`config.mk`:
```
export PLATFORM = sky130hd
export DESIGN_NAME = spi_cfg_responder
export DESIGN_NICKNAME = d
export VERILOG_FILES = /design/src/rtl/spi_cfg_responder.sv
export SDC_FILE = /design/constraint.sdc
export NUM_CORES = 1
export LEC_CHECK = 0
export BUFFER_PORTS_ARGS = -buffer_cell sky130_fd_sc_hd__buf_2
export CAP_MARGIN = 20
export CORE_AREA = 2 2 148 165
export CTS_CLUSTER_DIAMETER = 30
export DETAILED_ROUTE_END_ITERATION = 8
export DIE_AREA = 0 0 150 167
export PLACE_DENSITY_LB_ADDON = 0.1
export SYNTH_ARGS = -nofsm -noshare
export SYNTH_HDL_FRONTEND = slang
export SYNTH_SLANG_ARGS = --single-unit
export TNS_END_PERCENT = 50
```
`constraint.sdc`:
```
create_clock -name clk -period 21.3 [get_ports clk]
set_input_delay 6.39 -clock clk [delete_from_list [all_inputs] [get_ports clk]]
set_output_delay 6.39 -clock clk [all_outputs]
set_load 0.01 [all_outputs]
```
`src/rtl/spi_cfg_responder.sv`:
```
// rtl/spi_cfg_responder.sv - SPI (mode 0) responder writing a bank of shadow config registers
// Oversampled in the clk domain; each frame carries {address, data}, and the last good word is read back on MISO.
module spi_cfg_responder #(
  parameter int WORDSIZE = 16,
  parameter int ADDRBITS = 7,
  parameter int DATABITS = 9,
  parameter int NREGS    = 16,
  localparam int RAW     = (NREGS > 1) ? $clog2(NREGS) : 1
) (
  input  logic                clk,
  input  logic                reset,
  input  logic                spi_sck,
  input  logic                spi_mosi,
  input  logic                cs,
  output logic                spi_miso,
  output logic                wr_valid,
  output logic [ADDRBITS-1:0] wr_addr,
  output logic [DATABITS-1:0] wr_data,
  output logic                err,
  input  logic [RAW-1:0]      rd_addr,
  output logic [DATABITS-1:0] rd_data
);

  localparam int CW = $clog2(WORDSIZE + 2);
  localparam logic [CW-1:0] FULL = CW'(WORDSIZE);
  localparam logic [CW-1:0] OVER = CW'(WORDSIZE + 1);
  localparam logic [ADDRBITS:0] NREGS_W = (ADDRBITS + 1)'(NREGS);

  typedef enum logic [1:0] {IDLE, SHIFT, COMMIT} state_t;

  state_t state, state_nxt;

  logic [2:0] sck_q, cs_q;
  logic [1:0] mosi_q;
  logic [CW-1:0] count;
  logic [WORDSIZE-1:0] shift, miso_sr, last_word;
  logic [DATABITS-1:0] regs [NREGS];

  logic sck_rise, sck_fall, cs_rise, cs_fall, mosi_s;
  logic start, do_write, do_err, addr_ok;
  logic [ADDRBITS-1:0] frame_addr;
  logic [DATABITS-1:0] frame_data;

  // Stage 0/1 synchronize; stage 2 is the previous value for edge detection.
  // cs syncs reset low so a cs held low across reset never looks like a falling edge.
  always_ff @(posedge clk or posedge reset) begin
    if (reset) begin
      sck_q  <= '0;
      cs_q   <= '0;
      mosi_q <= '0;
    end else begin
      sck_q  <= {sck_q[1:0], spi_sck};
      cs_q   <= {cs_q[1:0], cs};
      mosi_q <= {mosi_q[0], spi_mosi};
    end
  end

  assign sck_rise = sck_q[1] & ~sck_q[2];
  assign sck_fall = ~sck_q[1] & sck_q[2];
  assign cs_rise  = cs_q[1] & ~cs_q[2];
  assign cs_fall  = ~cs_q[1] & cs_q[2];
  assign mosi_s   = mosi_q[1];

  assign frame_addr = shift[WORDSIZE-1:DATABITS];
  assign frame_data = shift[DATABITS-1:0];
  assign addr_ok    = ({1'b0, frame_addr} < NREGS_W);

  always_ff @(posedge clk or posedge reset) begin
    if (reset) state <= IDLE;
    else       state <= state_nxt;
  end

  always_comb begin
    state_nxt = state;
    case (state)
      IDLE:    if (cs_fall) state_nxt = SHIFT;
      SHIFT:   if (cs_rise) state_nxt = COMMIT;
      COMMIT:  state_nxt = IDLE;
      default: state_nxt = IDLE;
    endcase
  end

  always_comb begin
    start    = 1'b0;
    do_write = 1'b0;
    do_err   = 1'b0;
    case (state)
      IDLE:    start = cs_fall;
      COMMIT: begin
        do_write = (count == FULL) && addr_ok;
        do_err   = !((count == FULL) && addr_ok);
      end
      default: ;
    endcase
  end

  always_ff @(posedge clk or posedge reset) begin
    if (reset) begin
      count     <= '0;
      shift     <= '0;
      miso_sr   <= '0;
      last_word <= '0;
      wr_valid  <= 1'b0;
      err       <= 1'b0;
      wr_addr   <= '0;
      wr_data   <= '0;
      for (int i = 0; i < NREGS; i++) regs[i] <= '0;
    end else begin
      wr_valid <= do_write;
      err      <= do_err;
      if (start) begin
        count   <= '0;
        shift   <= '0;
        miso_sr <= last_word;
      end else if (state == SHIFT) begin
        if (sck_rise) begin
          shift <= {shift[WORDSIZE-2:0], mosi_s};
          if (count != OVER) count <= count + 1'b1;
        end
        if (sck_fall) miso_sr <= {miso_sr[WORDSIZE-2:0], 1'b0};
      end
      if (do_write) begin
        wr_addr   <= frame_addr;
        wr_data   <= frame_data;
        last_word <= shift;
        regs[frame_addr[RAW-1:0]] <= frame_data;
      end
    end
  end

  assign spi_miso = ~cs & miso_sr[WORDSIZE-1];
  assign rd_data  = (32'(rd_addr) < NREGS) ? regs[rd_addr] : '0;

endmodule

```
==> results of run 1 <==
-- through the flow --
stage	hold slack, ns	worst slack [ns]	util	instance area, um^2	power (mW)
after floorplan	0.331	6.96	-	9200	0.482
after global placement	0.335	6.59	0.413	9640	0.500
after detailed placement	0.335	6.59	0.413	9640	0.502
after CTS	0.344	6.59	0.487	11400	1.27
after global routing	0.347	6.46	0.488	11400	1.31
final	0.343	6.61	0.488	11400	1.26
-- cells in the mapped netlist (all sizes together) (2+ instances only) --
master / n / area, um^2
nand4: 3 / 18.8
a22oi: 18 / 135
or3: 2 / 12.5
a21oi: 35 / 175
nand3b: 3 / 22.5
nand2: 46 / 173
and2: 4 / 25.0
nor2: 31 / 139
nand3: 4 / 20.0
nor2b: 4 / 25.0
dfrtp: 209 / 5230
or3b: 2 / 20.0
or2: 2 / 12.5
clkbuf: 28 / 105
mux4: 36 / 811
mux2i: 16 / 160
mux2: 157 / 1800
nor4b: 2 / 32.5
xor2: 2 / 17.5
buf: 20 / 88.8
inv: 4 / 15.0
nor3: 2 / 20.0
ha: 3 / 37.5
nor4bb: 2 / 20.0
-- metal layers --
metal	up-vias	part of all wire
met1	2914	0.45
met5	-	0
met2	135	0.47
li1	2443	-
met3	46	0.045
met4	0	0.031
-- sequential cells by signal, summed over array words and instances, names as in the netlist --
| signal | count |
|---|---|
| miso_sr | 16 |
| sck_q | 3 |
| wr_addr | 7 |
| state | 2 |
| last_word | 1 |
| count | 5 |
| cs_q | 3 |
| mosi_q | 2 |
| err | 1 |
| regs | 144 |
| shift | 16 |
| wr_data | 8 |
| wr_valid | 1 |
-- area by class of cell --
class                   instances  area share
repair buffers                 42      0.0215
clock buffers                  69       0.129
inverters                       4     0.00198
clock inverters                23      0.0229
well taps                     305      0.0335
flip-flops and latches        209       0.459
multi-input cells             383       0.332
-- where the power goes --
group / internal (mW) / switching (mW)
Clock: 0.527 / 0.234
Combinational: 0.0248 / 0.0367
Sequential: 0.417 / 0.0181
-- critical path: cells and delay by family --
family                 cells  cell delay [ns]
multiplexers               1             0.58
AND/OR/NAND/NOR            1             0.11
buffers and inverters      3             0.83
AO/OA/AOI/OAI              1             0.37
-- kinds of logic (layout without fill, tap and decap cells) --
logic type      after synthesis  in the layout  share of synthesized area
mux                         209            209                      0.301
flops                       209            209                      0.568
simple gates                111            111                     0.0638
compound gates               57             57                     0.0369
buf+inv                      52            138                     0.0227
fa+ha+maj                     3              3                    0.00408
xor+xnor                      3              3                    0.00286
-- final timing paths --
check | startpoint | end | slack [ns] | cells after the start
worst max-delay path | rd_addr[0] | rd_data[7] | 6.61 | 6
worst min-delay path | sck_q[0] | sck_q[1] | 0.34 | 0
worst max register to register | count[0] | regs[94] | 18.50 | 6
worst min register to register | sck_q[0] | sck_q[1] | 0.34 | 0
max in group asynchronous | reset | regs[83] | 13.85 | 4
min in group asynchronous | reset | miso_sr[0] | 5.75 | 2
==> impl_metrics.csv, run 1 <==
group,metric,value,unit
grt,grt_use_met2,0.284,
placed_design,place_inst,942,
clock_network,clk_pin_slew,0.04,ns
die,core_area,0.0233,mm^2
cells_and_area,diodes,0,
routing,drt-initial-drc-count,246,
yosys,synthFlopType,"dfrtp_1",
clock_network,cts_tree,"built",
die,num_io_pins,37,
die,initial_core_util,0.394,
yosys,ys_types,40,
grt,grt_max_degree,147,
cells_and_area,final_nets,704,
worst_setup_path,cp_data_arrival_time,8.30,ns
worst_setup_path,critPathMostFrequentCell,"buf_2",
yosys,async_flop_share,1.00,
clock_network,postCtsHoldBufs,0,
worst_setup_path,worstSetupEndpointType,"output port",
worst_setup_path,critical_path_class,"input pin to output port",
job,cap_violations,0,
yosys,synth_seq_cells,209,
sta,tns,0,ns
routing,ant_nets,0,
sta,finalCritPeriodShare,0.690,
worst_setup_path,crit_chain,"buf_2 -> buf_4 -> mux4_2 -> a22oi_1 -> nand2_1 -> buf_2",
clock_network,cts-root-buf,"clkbuf_16",
die,die_h,167,um
grt,grt_pass1_wl,34600,um
clock_network,h-tree-depth,2,
pwr,power_density,110,mW/mm^2
clock_network,clk_latency,0.54,ns
routing,vias,5538,
cells_and_area,final_common_cell,"dfrtp_1",
clock_network,cts_buffers,52,
routing,first_pass_iters,4,
die,dieArea,0.0251,mm^2
cells_and_area,multi_input_area,0.00379,mm^2
pwr,vdd_ir_drop_max,67.6,uV
sta,worst_pin_slew,1.08,ns
yosys,synthesis.area,0.00920,mm^2
grt,grt_util_met1,0.242,
yosys,netlist_instances,644,
grt,track_usage,0.181,
grt,gr-usage-met3,0.0422,
worst_setup_path,crit_required,14.91,ns
sta,max-slew-margin-rel,0.277,
yosys,yosys_warnings,0,
clock_network,clockBufferDepth,3,
sta,drv_slew,0,
run_status,status,"completed",
placed_design,place_congestion,0.739,
grt,antenna_found_initial,0,
placed_design,dp_hpwl,12700,um
worst_setup_path,cp-start-kind,"input pin",
die,rows,59,
yosys,synth_fp_nets,656,
cells_and_area,fillers,2059,
routing,post_drt_via_cell_ratio,5.35,
min_path,hp-class,"flop to flop",
yosys,synth-edff-count,0,
sta,finalClockSkew,0.0171,ns
yosys,ys_seq_area_frac,0.568,
placed_design,port-buffer-count,36,
clock_network,cts_sinks,209,
sta,hold_viol_final,0,
cells_and_area,layout_common_cells,"dfrtp_1, mux2_2, clkbuf_16",
cells_and_area,final_cells,1035,
cells_and_area,seqCellArea,0.00523,mm^2
cells_and_area,areaGrowthSynthToFinish,23.8,%
die,die_width,150,um
grt,grt_pass1_vias,6094,
pwr,total_leakage_power,5.41,nW
grt,grt-ovfl-total,0,
sta,rsz0062_at_grt,"false",
routing,wl_per_cell,20.8,um
worst_setup_path,crit_slowest_cell,"buf_4",
clock_network,post_cts_buffers,0,
grt,top_usage_layer,"met2",
sta,fin_crit,14.69,ns
routing,drt_wl_total,21500,um
worst_setup_path,path_max_fanout,36,
clock_network,post_cts_resized,0,
worst_setup_path,max_stage_delay,0.59,ns
sta,fmax,68.1,MHz
yosys,postSynthAreaPerCell,14.3,um^2
routing,drc,0,
cells_and_area,drive_gt1_frac,0.464,
sta,setup_viol_count_final,0,
Power figures use the tool's default switching activity.
==> inputs of run 2 (changes only) <==
ABC_AREA = 1   (was default)
CORE_AREA = 2 2 154 171   (was 2 2 148 165)
DIE_AREA = 0 0 156 173   (was 0 0 150 167)
clock period = 11.85 ns   (was 21.3 ns; I/O delays follow)
==> run 2 against run 1 <==
Effect of this change:
- first-iteration DRC count rose to 2.8 times the previous value
- largest cell class unchanged
- critical endpoint is now rd_data[1]
- wire length up 27%
- critical path type unchanged
- register-to-register slack worse by 8.9 ns
==> impl_metrics.csv, run 2 <==
group,metric,value,unit
routing,wl_per_cell,17.1,um
yosys,netlist_instances,1211,
worst_setup_path,reg2reg_slack,9.60,ns
routing,drt_wl_total,27400,um
die,die_width,156,um
pwr,vdd_ir_drop_max,91.7,uV
job,cap_violations,0,
yosys,synth_top_family_by_area,"simple AND/OR/NAND/NOR gates",
yosys,synth_mux_area_frac,0,
yosys,synth.most_common_cell,"nand2_1",
yosys,yosysTopAreaCell,"dfrtp_1",
die,dieArea,0.0270,mm^2
clock_network,clockBufferDepth,3,
routing,drt-initial-drc-count,696,
yosys,synth_seq_cells,209,
die,initial_core_util,0.399,
clock_network,cts_tree,"built",
routing,post_drt_via_cell_ratio,5.01,
clock_network,cts_buffers,52,
min_path,hold_depth,0,
pwr,power_density,190,mW/mm^2
worst_setup_path,r2r-start,"count[0]",
cells_and_area,final_common_cell,"nand2_1",
cells_and_area,areaGrowthSynthToFinish,21.2,%
yosys,ys_seq_area_frac,0.523,
yosys,synthAdderAreaFrac,0.00375,
yosys,synth_compound_area_frac,0.123,
die,die_h,173,um
clock_network,clk_pin_slew,0.05,ns
grt,grt_pass1_vias,7770,
worst_setup_path,crit_required,8.30,ns
routing,first_pass_iters,5,
yosys,postSynthAreaPerCell,8.26,um^2
placed_design,place_congestion,0.852,
sta,max-slew-margin-rel,0.297,
worst_setup_path,critical_path_class,"input pin to output port",
yosys,ys_types,31,
pwr,power,2.31,mW
routing,drc,0,
grt,grt-ovfl-total,0,
clock_network,postCtsHoldBufs,0,
pwr,total_leakage_power,5.73,nW
die,num_io_pins,37,
sta,finalCritPeriodShare,0.778,
clock_network,post_cts_buffers,0,
yosys,yosys.area_share.simple,0.256,
yosys,synth_fp_nets,1223,
cells_and_area,largest-register,"regs",
grt,grt_max_degree,89,
cells_and_area,postLayoutCellArea,0.0121,mm^2
sta,tns,0,ns
min_path,hold_start,"mosi_q[0]",
yosys,synth_top_area_frac,0.523,
cells_and_area,layout_common_cells,"nand2_1, dfrtp_1, inv_1",
cells_and_area,largest_reg_flops,144,
sta,rsz0062_at_grt,"false",
placed_design,placed_area,0.0103,mm^2
die,rows,61,
worst_setup_path,ff2ff_path_depth,6,
cells_and_area,reg_top3,"regs: 144 flops, miso_sr: 16 flops, shift: 16 flops",
clock_network,cts-root-buf,"clkbuf_16",
yosys,yosys_warnings,0,
yosys,synth_xor_area_frac,0.00175,
clock_network,h-tree-depth,2,
yosys,synthFlopType,"dfrtp_1",
placed_design,port-buffer-count,36,
sta,drv_slew,0,
worst_setup_path,worstSetupEndpointType,"output port",
grt,grt_pass1_wl,44100,um
yosys,synth-edff-count,0,
cells_and_area,diodes,0,
min_path,hp-class,"flop to flop",
clock_network,cts_sinks,209,
cells_and_area,drive_gt1_frac,0.169,
worst_setup_path,cp_data_arrival_time,5.67,ns
placed_design,dp_hpwl,16500,um
worst_setup_path,reg2reg_to,"regs[100]",
cells_and_area,final_cells,1604,
yosys,synth.area.top_cells,"dfrtp_1, nand2_1, nand3_1",
sta,fmax,108,MHz
grt,antenna_found_initial,0,
run_status,status,"completed",
routing,vias,8031,
die,core_area,0.0251,mm^2
sta,finalClockSkew,0.0269,ns
yosys,async_flop_share,1.00,
clock_network,clk_latency,0.55,ns
sta,setup_viol_count_final,0,
sta,whs,0.340,ns
placed_design,place_inst,1505,
worst_setup_path,cp-start-kind,"input pin",
grt,track_usage,0.210,
sta,fin_crit,9.22,ns
sta,worst_pin_slew,1.05,ns
min_path,min_to,"mosi_q[1]",
cells_and_area,final_nets,1259,
yosys,synth_commonest_cells,"nand2_1, dfrtp_1, inv_1",
worst_setup_path,path_max_fanout,37,
yosys,synthesis.area,0.0100,mm^2
clock_network,post_cts_resized,0,
sta,hold_viol_final,0,
routing,ant_nets,0,
[run 2: kinds of logic after synthesis]
kind of cell,count (synthesis)
compound gates,195
simple gates,583
buf+inv,219
flops,209
fa+ha+maj,3
xor+xnor,2
[run 2: worst max-delay path by stage]
stage,startpoint,to,slack (ns),cells past startpoint
2_1_floorplan,reset,count[0],2.59,1
3_3_place_gp,rd_addr[1],rd_data[0],2.33,7
3_5_place_dp,rd_addr[1],rd_data[0],2.15,7
4_1_cts,rd_addr[1],rd_data[0],2.12,7
5_1_grt,rd_addr[0],rd_data[3],2.46,10
6_report,rd_addr[1],rd_data[1],2.63,8
[run 2: area by class of cell]
cell class | count | area (um^2)
Clock buffer | 71 | 1510
Timing Repair Buffer | 46 | 335
Tap cell | 315 | 394
Fill cell | 2465 | 13000
Clock inverter | 25 | 233
Inverter | 155 | 589
Multi-Input combinational cell | 783 | 3840
Sequential cell | 209 | 5230
[run 2: critical path: stages]
cell and delay, ns:
buf_2 0.60, clkinv_1 0.61, buf_16 0.34, nand3_1 0.09
nand3_1 0.08, nand3_1 0.09, nand2_1 0.13, buf_2 0.16
[run 2: through the flow]
step / worst slack (ns) / util
final: 2.63 / 0.483
after global routing: 2.46 / 0.483
after CTS: 2.12 / 0.480
after detailed placement: 2.15 / 0.411
after global placement: 2.33 / 0.409
after floorplan: 2.59 / -
[run 2: report_power, final]
part	leakage (nW)	switching [mW]	internal, mW
Combinational	1.99	0.125	0.0503
Sequential	2.88	0.0127	0.747
Clock	0.858	0.426	0.945
[run 2: routing by layer]
metal  up-vias  share of wire  GRT usage
li1       3941              -          -
met1      3844           0.46      0.296
met2       199           0.46      0.331
met3        47          0.057     0.0371
met4         0          0.022     0.0608
met5         -              0          0
==> inputs of run 3 (changes only) <==
clock period = 7.5 ns   (was 11.85 ns; I/O delays follow)
==> run 3 against run 2 <==
Effect of this change:
- wire length is 2.4% lower
- via count is 2.1% lower
- core utilization up 0.22 points
- critical path type unchanged
==> impl_metrics.csv, run 3 (synthesis gave the netlist of run 2 again) <==
group,metric,value,unit
clock_network,cts-root-buf,"clkbuf_16",
die,num_io_pins,37,
worst_setup_path,cp-start-kind,"input pin",
cells_and_area,multi_input_area,0.00384,mm^2
min_path,hp-class,"flop to flop",
cells_and_area,fillers,2445,
pwr,vdd_ir_drop_max,191,uV
grt,antenna_found_initial,0,
run_status,status,"completed",
sta,rsz0062_at_grt,"false",
cells_and_area,reg_top3,"regs: 144 flops, miso_sr: 16 flops, shift: 16 flops",
pwr,power_density,313,mW/mm^2
cells_and_area,diodes,0,
sta,finalCritPeriodShare,0.817,
clock_network,clk_latency,0.54,ns
routing,post_drt_via_cell_ratio,4.91,
pwr,pwr-share-seq,0.315,
clock_network,clockBufferDepth,3,
routing,vias,7863,
cells_and_area,layout_common_cells,"nand2_1, dfrtp_1, inv_1",
job,cap_violations,0,
sta,max-slew-margin-rel,0.242,
clock_network,post_cts_resized,0,
clock_network,postCtsHoldBufs,0,
placed_design,port-buffer-count,36,
clock_network,clk_pin_slew,0.04,ns
routing,drt-initial-drc-count,675,
sta,drv_slew,0,
die,core_area,0.0251,mm^2
routing,drt_wl_total,26700,um
sta,hold_viol_final,0,
grt,grt_pass1_vias,7734,
routing,ant_nets,0,
pwr,total_leakage_power,5.75,nW
routing,drc,0,
routing,top_layer,"met4",
routing,met2WireLength,11900,um
sta,fmax,163,MHz
cells_and_area,final_common_cell,"nand2_1",
worst_setup_path,worstSetupEndpointType,"output port",
placed_design,dp_hpwl,16100,um
cells_and_area,areaGrowthSynthToFinish,21.7,%
pwr,p_sw,895,uW
grt,grt_pass1_wl,43800,um
sta,finalClockSkew,0.0142,ns
cells_and_area,postLayoutCellArea,0.0122,mm^2
die,rows,61,
cells_and_area,largest_reg_flops,144,
sta,fin_crit,6.13,ns
sta,whs,0.345,ns
routing,first_pass_iters,6,
routing,wl_per_cell,16.7,um
worst_setup_path,crit_required,5.25,ns
worst_setup_path,critical_path_class,"input pin to output port",
clock_network,h-tree-depth,2,
sta,fin_ws,1.37,ns
die,dieArea,0.0270,mm^2
clock_network,cts_buffers,52,
grt,grt_max_degree,178,
placed_design,place_congestion,0.822,
clock_network,post_cts_buffers,0,
pwr,switching_share,0.235,
cells_and_area,drive_gt1_frac,0.168,
worst_setup_path,cp_data_arrival_time,3.88,ns
pwr,p_int,2.91,mW
routing,wl_met3,1600,um
grt,track_usage,0.207,
placed_design,place_ws,1.41,ns
die,initial_core_util,0.399,
pwr,p_clk_frac,0.614,
routing,wl_met1,12700,um
clock_network,cts_sinks,209,
cells_and_area,final_util,0.485,
cells_and_area,seqCellArea,0.00523,mm^2
die,die_h,173,um
cells_and_area,final_nets,1258,
sta,tns,0,ns
placed_design,placed_area,0.0103,mm^2
worst_setup_path,path_max_fanout,19,
die,die_width,156,um
pwr,combPwrFrac,0.071,
cells_and_area,largest-register,"regs",
clock_network,cts_tree,"built",
sta,worst_pin_slew,1.14,ns
sta,setup_viol_count_final,0,
grt,grt-ovfl-total,0,
-- run 3: cell types whose count changed in the layout (fill, tap and decap cells not counted), sizes merged --
cell / delta
buf: -1
clkbuf: -3
clkinv: -3
inv: -2
bufinv: +6
-- run 3: path summary, 6_finish.rpt --
check	end	startpoint	slack, ns	cells after the start
worst max-delay path	rd_data[2]	rd_addr[2]	1.37	6
min in group asynchronous	mosi_q[0]	reset	1.84	2
worst min-delay path	sck_q[1]	sck_q[0]	0.35	0
max in group asynchronous	regs[88]	reset	4.16	3
worst max register to register	regs[110]	count[0]	5.28	6
worst min register to register	sck_q[1]	sck_q[0]	0.35	0
-- run 3: layout make-up --
cell class,count,share of cell area
tap,315,0.0323
multi-input combinational,783,0.315
sequential,209,0.429
timing repair buffer,45,0.0230
clock buffer,68,0.119
clock inverter,26,0.0329
inverter,155,0.0481
-- run 3: worst max-delay path, stage by stage --
cell and delay (ns):
buf_2 0.35, clkinv_1 0.59, nand3_1 0.28, nand3_1 0.15, nand2_1 0.10, buf_2 0.13
-- run 3: stage by stage --
step	instances	total power, mW
finish	1601	3.81
global route	1601	3.96
global placement	1505	1.49
detailed placement	1505	1.49
CTS	1599	3.85
floorplan	1211	1.41
-- run 3: metal layers --
metal | GRT usage | vias up
li1 | - | 3931
met1 | 0.295 | 3693
met2 | 0.316 | 203
met3 | 0.0471 | 36
met4 | 0.0585 | 0
met5 | 0 | -
-- run 3: power groups by stage --
stage | Sequential [mW] | Combinational (mW) | Clock [mW]
after floorplan | 1.21 | 0.199 | 0
after global placement | 1.22 | 0.270 | 0
after detailed placement | 1.22 | 0.272 | 0
after CTS | 1.20 | 0.273 | 2.38
after global routing | 1.21 | 0.309 | 2.44
final | 1.20 | 0.270 | 2.34
